===== config.mk =====
export PLATFORM = sky130hd
export DESIGN_NAME = uart_transmitter_flat
export DESIGN_NICKNAME = d
export VERILOG_FILES = /design/src/rtl/uart_pkg.sv /design/src/rtl/uart_transmitter_if.sv /design/src/rtl/uart_transmitter.sv /design/src/flat_wrapper.sv
export SDC_FILE = /design/constraint.sdc
export NUM_CORES = 1
export LEC_CHECK = 0
export CAP_MARGIN = 20
export CELL_PAD_IN_SITES_DETAIL_PLACEMENT = 1
export CELL_PAD_IN_SITES_GLOBAL_PLACEMENT = 2
export CORE_MARGIN = 4
export CORE_UTILIZATION = 37
export CTS_BUF_LIST = sky130_fd_sc_hd__clkbuf_16
export CTS_CLUSTER_DIAMETER = 150
export DETAILED_ROUTE_END_ITERATION = 7
export GPL_ROUTABILITY_DRIVEN = 1
export PLACE_DENSITY_LB_ADDON = 0.12
export SLEW_MARGIN = 40
export SYNTH_ARGS = -nofsm -noshare
export SYNTH_HDL_FRONTEND = slang
export SYNTH_SLANG_ARGS = --single-unit
export TNS_END_PERCENT = 20

===== constraint.sdc =====
create_clock -name clk -period 5.9 [get_ports clk]
set_clock_uncertainty 0.15 [all_clocks]
set_input_delay 1.18 -clock clk [delete_from_list [all_inputs] [get_ports clk]]
set_output_delay 1.18 -clock clk [all_outputs]
set_load 0.01 [all_outputs]

===== src/rtl/uart_pkg.sv =====
// Shared UART definitions: transmitter FSM states and the default frame format
// used by the transmitter, receiver and baud generator.
package uart_pkg;

    typedef enum logic [1:0] {
        IDLE  = 2'd0,
        START = 2'd1,
        DATA  = 2'd2,
        STOP  = 2'd3
    } state_t;

    localparam int UART_DBIT    = 8;
    localparam int UART_OS_TICK = 16;
    localparam int UART_SB_TICK = 16;

    // Counter width able to hold 0..max(a,b)-1, never narrower than one bit.
    function automatic int cnt_width(input int a, input int b);
        int m;
        m = (a > b) ? a : b;
        return (m <= 2) ? 1 : $clog2(m);
    endfunction

endpackage


===== src/rtl/uart_transmitter_if.sv =====
// Host-side byte handshake of the UART transmitter: data, start request and
// end-of-frame pulse.
interface uart_transmitter_if
    import uart_pkg::*;
#(
    parameter int DBIT = UART_DBIT
) ();

    logic [DBIT-1:0] tx_din;
    logic            tx_start;
    logic            tx_done_tick;

    modport master (output tx_din, output tx_start, input tx_done_tick);
    modport slave  (input tx_din, input tx_start, output tx_done_tick);

endinterface


===== src/rtl/uart_transmitter.sv =====
// UART transmitter: serialises one byte as start bit, DBIT data bits LSB first
// and a stop period, timed by a 16x oversampling tick from the baud generator.
module uart_transmitter
    import uart_pkg::*;
#(
    parameter int DBIT    = UART_DBIT,
    parameter int OS_TICK = UART_OS_TICK,
    parameter int SB_TICK = UART_SB_TICK
) (
    input  logic                clk,
    input  logic                reset_n,   // active-high despite the name
    input  logic                s_tick,
    uart_transmitter_if.slave   host,
    output logic                tx
);

    localparam int S_W = cnt_width(OS_TICK, SB_TICK);
    localparam int N_W = cnt_width(DBIT, 1);

    localparam logic [S_W-1:0] OS_LAST = S_W'(OS_TICK - 1);
    localparam logic [S_W-1:0] SB_LAST = S_W'(SB_TICK - 1);
    localparam logic [N_W-1:0] N_LAST  = N_W'(DBIT - 1);

    state_t          r_state, w_state_next;
    logic [S_W-1:0]  r_s, w_s_next;
    logic [N_W-1:0]  r_n, w_n_next;
    logic [DBIT-1:0] r_b, w_b_next;
    logic            r_tx, w_tx_next;
    logic            w_done;

    // NOTE: sequential state uses non-blocking assignments so every register
    // samples the pre-edge values computed by the combinational block.
    always_ff @(posedge clk or posedge reset_n) begin
        if (reset_n) begin
            r_state <= IDLE;
            r_s     <= '0;
            r_n     <= '0;
            r_b     <= '0;
            r_tx    <= 1'b1;
        end else begin
            r_state <= w_state_next;
            r_s     <= w_s_next;
            r_n     <= w_n_next;
            r_b     <= w_b_next;
            r_tx    <= w_tx_next;
        end
    end

    // NOTE: every output of this block gets a default first, so no path can
    // leave a signal unassigned and infer a latch.
    always_comb begin
        w_state_next = r_state;
        w_s_next     = r_s;
        w_n_next     = r_n;
        w_b_next     = r_b;
        w_done       = 1'b0;

        unique case (r_state)
            IDLE: begin
                if (host.tx_start) begin
                    w_state_next = START;
                    w_s_next     = '0;
                    w_b_next     = host.tx_din;
                end
            end
            START: begin
                if (s_tick) begin
                    if (r_s == OS_LAST) begin
                        w_state_next = DATA;
                        w_s_next     = '0;
                        w_n_next     = '0;
                    end else begin
                        w_s_next = r_s + 1'b1;
                    end
                end
            end
            DATA: begin
                if (s_tick) begin
                    if (r_s == OS_LAST) begin
                        w_s_next = '0;
                        w_b_next = r_b >> 1;
                        if (r_n == N_LAST) begin
                            w_state_next = STOP;
                        end else begin
                            w_n_next = r_n + 1'b1;
                        end
                    end else begin
                        w_s_next = r_s + 1'b1;
                    end
                end
            end
            STOP: begin
                if (s_tick) begin
                    if (r_s == SB_LAST) begin
                        w_state_next = IDLE;
                        w_done       = 1'b1;
                    end else begin
                        w_s_next = r_s + 1'b1;
                    end
                end
            end
            default: w_state_next = IDLE;
        endcase

        // Line level follows the state being entered, so the pin is registered
        // yet changes on the same edge as the state.
        unique case (w_state_next)
            START:   w_tx_next = 1'b0;
            DATA:    w_tx_next = w_b_next[0];
            default: w_tx_next = 1'b1;
        endcase
    end

    assign tx                = r_tx;
    assign host.tx_done_tick = w_done;

endmodule


===== src/flat_wrapper.sv =====
// flat-port wrapper written by rule: the top's interface ports become plain ports
module uart_transmitter_flat import uart_pkg::*;
#(
    parameter int DBIT    = UART_DBIT,
    parameter int OS_TICK = UART_OS_TICK,
    parameter int SB_TICK = UART_SB_TICK
)
  (clk, reset_n, s_tick, tx, host_tx_din, host_tx_start, host_tx_done_tick);
  uart_transmitter_if #(.DBIT(DBIT)) host_i ();
  input  logic clk;
  input  logic reset_n;
  input  logic s_tick;
  output logic tx;
  input wire logic [$bits(host_i.tx_din)-1:0] host_tx_din;
  input wire logic [$bits(host_i.tx_start)-1:0] host_tx_start;
  output wire logic [$bits(host_i.tx_done_tick)-1:0] host_tx_done_tick;
  assign host_i.tx_din = host_tx_din;
  assign host_i.tx_start = host_tx_start;
  assign host_tx_done_tick = host_i.tx_done_tick;
  uart_transmitter #(.DBIT(DBIT), .OS_TICK(OS_TICK), .SB_TICK(SB_TICK)) u_core (.clk(clk), .reset_n(reset_n), .s_tick(s_tick), .host(host_i), .tx(tx));
endmodule

==> flow_summary_export.csv <==
group,metric,value,unit
run_status,status,"finished, final reports clean",
detailed_routing,first_iter_violations,24,
timing,post-route-min-period,4.17,ns
synth,synth_area_per_cell,10.2,sq um
clock_tree,cts_resized,0,
die,die_w,62.2,um
synth,synth_cells,106,
timing,worst_pin_slew,0.667,ns
detailed_routing,drtPass1Iterations,4,
global_route,grt_pass1_vias,909,
placed_design,post-dp-hpwl,1700,um
timing,relSlewSlack,55.2,%
layout,n_antenna_cell,0,
die,die-area,3870,sq um
synth,synthFlopType,"dfrtp_1",
clock_tree,cts_buffers,3,
global_route,grt_max_degree,19,
synth,synth_edf_count,0,
synth,synth.top_cell.area_share,39.2,%
die,ios,14,
clock_tree,clk_pin_slew_worst_paths,0.06,ns
pwr,sequentialPowerShare,35.9,%
worst_setup_path,crit_path_end_kind,"output pin",
pwr,p_per_area,467,nW/um^2
global_route,grt_first_pass_wirelength,4410,um
clock_tree,clockBufferDepth,2,
synth,yosysMostFrequentCell,"dfrtp_1",
global_route,antenna_found_initial,0,
synth,yosysWarnings,0,
worst_setup_path,arrival,2.84,ns
pwr,switching_power,227,uW
detailed_routing,drc,0,
die,start_util,39.0,%
worst_hold_path,min_path_type,"flip-flop to flip-flop",
timing,drv_slew,0,
synth,synthAdderAreaFrac,8.06,%
timing,finalSetupTns,0,ns
pwr,clockPowerShare,23.3,%
layout,num-fill-cells,313,
timing,maxClockFrequency,0.240,GHz
clock_tree,cts_hold_buf,0,
detailed_routing,wl_per_cell,16.7,um
die,core-area,2780,sq um
synth,synthXorXnorAreaFrac,0,%
clock_tree,cts.sinks,18,
synth,synth-compound-area-share,24.2,%
pwr,max-vdd-ir-drop,244,uV
detailed_routing,wl,2460,um
synth,synth-seq-cells,18,
detailed_routing,via_count,854,
synth,synth.largest_area_cell,"dfrtp_1",
global_route,overflow,0,
timing,finalCritPeriodShare,70.7,%
pwr,leakagePower,0.557,nW
timing,hold_viol,0,
synth,yosys-top-cells-count,"dfrtp_1 (17), nor2_1 (9), a21oi_1 (8)",
timing,rsz0062_at_grt,"no",
synth,synth_mux_area_share,3.00,%
synth,yosysSeqAreaShare,41.6,%
clock_tree,cts_tree,"yes",
layout,final_nets,136,
worst_setup_path,critPathKind,"primary input to output pin",
worst_setup_path,crit_required,4.57,ns
detailed_routing,avgViaCountPerCell,5.81,
clock_tree,cts_setup_buffers,0,
pwr,swShare,37.9,%
synth,postSynth.asyncResetShare,100,%
layout,area_growth,18.1,%
worst_setup_path,critPathMaxFanout,9,
pwr,internal-power,372,uW
synth,yosys-top-cells-area,"dfrtp_1 (39%), ha_1 (8.1%), a22oi_1 (4.1%)",
run,drv_cap,0,
clock_tree,clk_root_buffer_cell,"clkbuf_16",
die,die_h,62.2,um
synth,synthesis.area,1090,sq um
global_route,grt.total_usage,14.1,%
timing,setup_viol,0,
detailed_routing,ant_nets,0,
pwr,power,599,uW
die,rows,19,
clock_tree,h-tree-depth,1,
synth,synth.distinct_cells,42,
synth,synth_top_family_by_area,"compound AO/OA/AOI/OAI gates",
layout,drive_above_1_share,14.7,%
clock_tree,insertion_delay,0.25,ns
worst_setup_path,startpoint_type,"primary input",
placed_design,io_buffers,13,
synth,synth_simple_gate_area_share,16.4,%
placed_design,gp_congestion,0.734,
pwr,p_comb_share,40.8,%
synth,syn-num-nets,125,
==> path summary, 6_finish.rpt <==
path	slack, ns	start	end	cells after the start
setup / recovery	1.73	s_tick	host_tx_done_tick	4
hold / removal	0.39	u_core.r_b[4]	u_core.r_b[4]	2
setup reg to reg	3.75	u_core.r_state[0]	u_core.r_b[7]	6
hold reg to reg	0.39	u_core.r_b[4]	u_core.r_b[4]	2
max in group asynchronous	4.15	reset_n	u_core.tx	2
min in group asynchronous	1.10	reset_n	u_core.r_b[3]	2
==> stage by stage <==
stage	hold slack (ns)	worst slack [ns]	cells	utilization [%]	area, sq um
after floorplan	0.345	2.86	106	-	1090
after global placement	0.359	1.73	143	43.0	1200
after detailed placement	0.376	1.73	143	43.0	1200
after CTS	0.390	1.73	147	45.8	1270
after global routing	0.412	1.60	147	46.1	1280
final	0.387	1.73	147	46.1	1280
==> cell families after synthesis <==
family,count (synthesis)
buffers and inverters,11
AO/OA/AOI/OAI,35
adder cells (fa/ha/maj),7
AND/OR/NAND/NOR,32
multiplexers,3
flip-flops,18
==> critical path, stage by stage <==
cell	delay, ns
clkdlybuf4s50_1	0.53
and4_1	0.42
and2_2	0.20
clkdlybuf4s50_1	0.52
==> power groups by stage <==
stage	sequential (mW)	clock (mW)	combinational, mW
detailed placement	0.215	0	0.241
finish	0.215	0.140	0.245
CTS	0.215	0.143	0.243
global route	0.222	0.152	0.282
global placement	0.213	0	0.234
floorplan	0.199	0	0.221
==> registers in the layout, indices dropped and copies added (netlist names) <==
register        flops
u_core.r_b          8
u_core.r_n          3
u_core.r_s          4
u_core.r_state      2
u_core.tx           1
==> area by class of cell <==
| cell class | instances | area [sq um] | share of cell area, % |
|---|---|---|---|
| Multi-Input combinational cell | 77 | 568 | 44.3 |
| Sequential cell | 18 | 452 | 35.2 |
| Timing Repair Buffer | 13 | 130 | 10.1 |
| Clock buffer | 3 | 75.1 | 5.85 |
| Tap cell | 31 | 38.8 | 3.02 |
| Inverter | 4 | 15.0 | 1.17 |
| Clock inverter | 1 | 3.75 | 0.293 |
==> routing by layer <==
metal	global-route usage, %	vias to the layer above	part of all wire, %
li1	-	410	-
met1	17.6	425	46
met2	23.6	17	50
met3	3.78	2	4.0
met4	4.07	0	0.94
met5	0	-	0
==> cell usage in the layout (no fill, tap or decap), types with 2 or more instances in the layout <==
cell	synthesis	layout
a21oi_1	8	8
o21ai_0	4	4
clkinv_1	0	2
a32oi_1	2	2
a22oi_1	6	6
mux2_2	2	2
nor2_1	9	9
a21o_1	2	2
clkbuf_16	0	3
ha_1	7	7
nand3_1	2	2
a22o_1	3	3
nor2_2	2	2
dfrtp_1	17	17
inv_1	4	3
nand2_1	6	6
clkdlybuf4s50_1	0	13
Power figures use the tool's default switching activity.
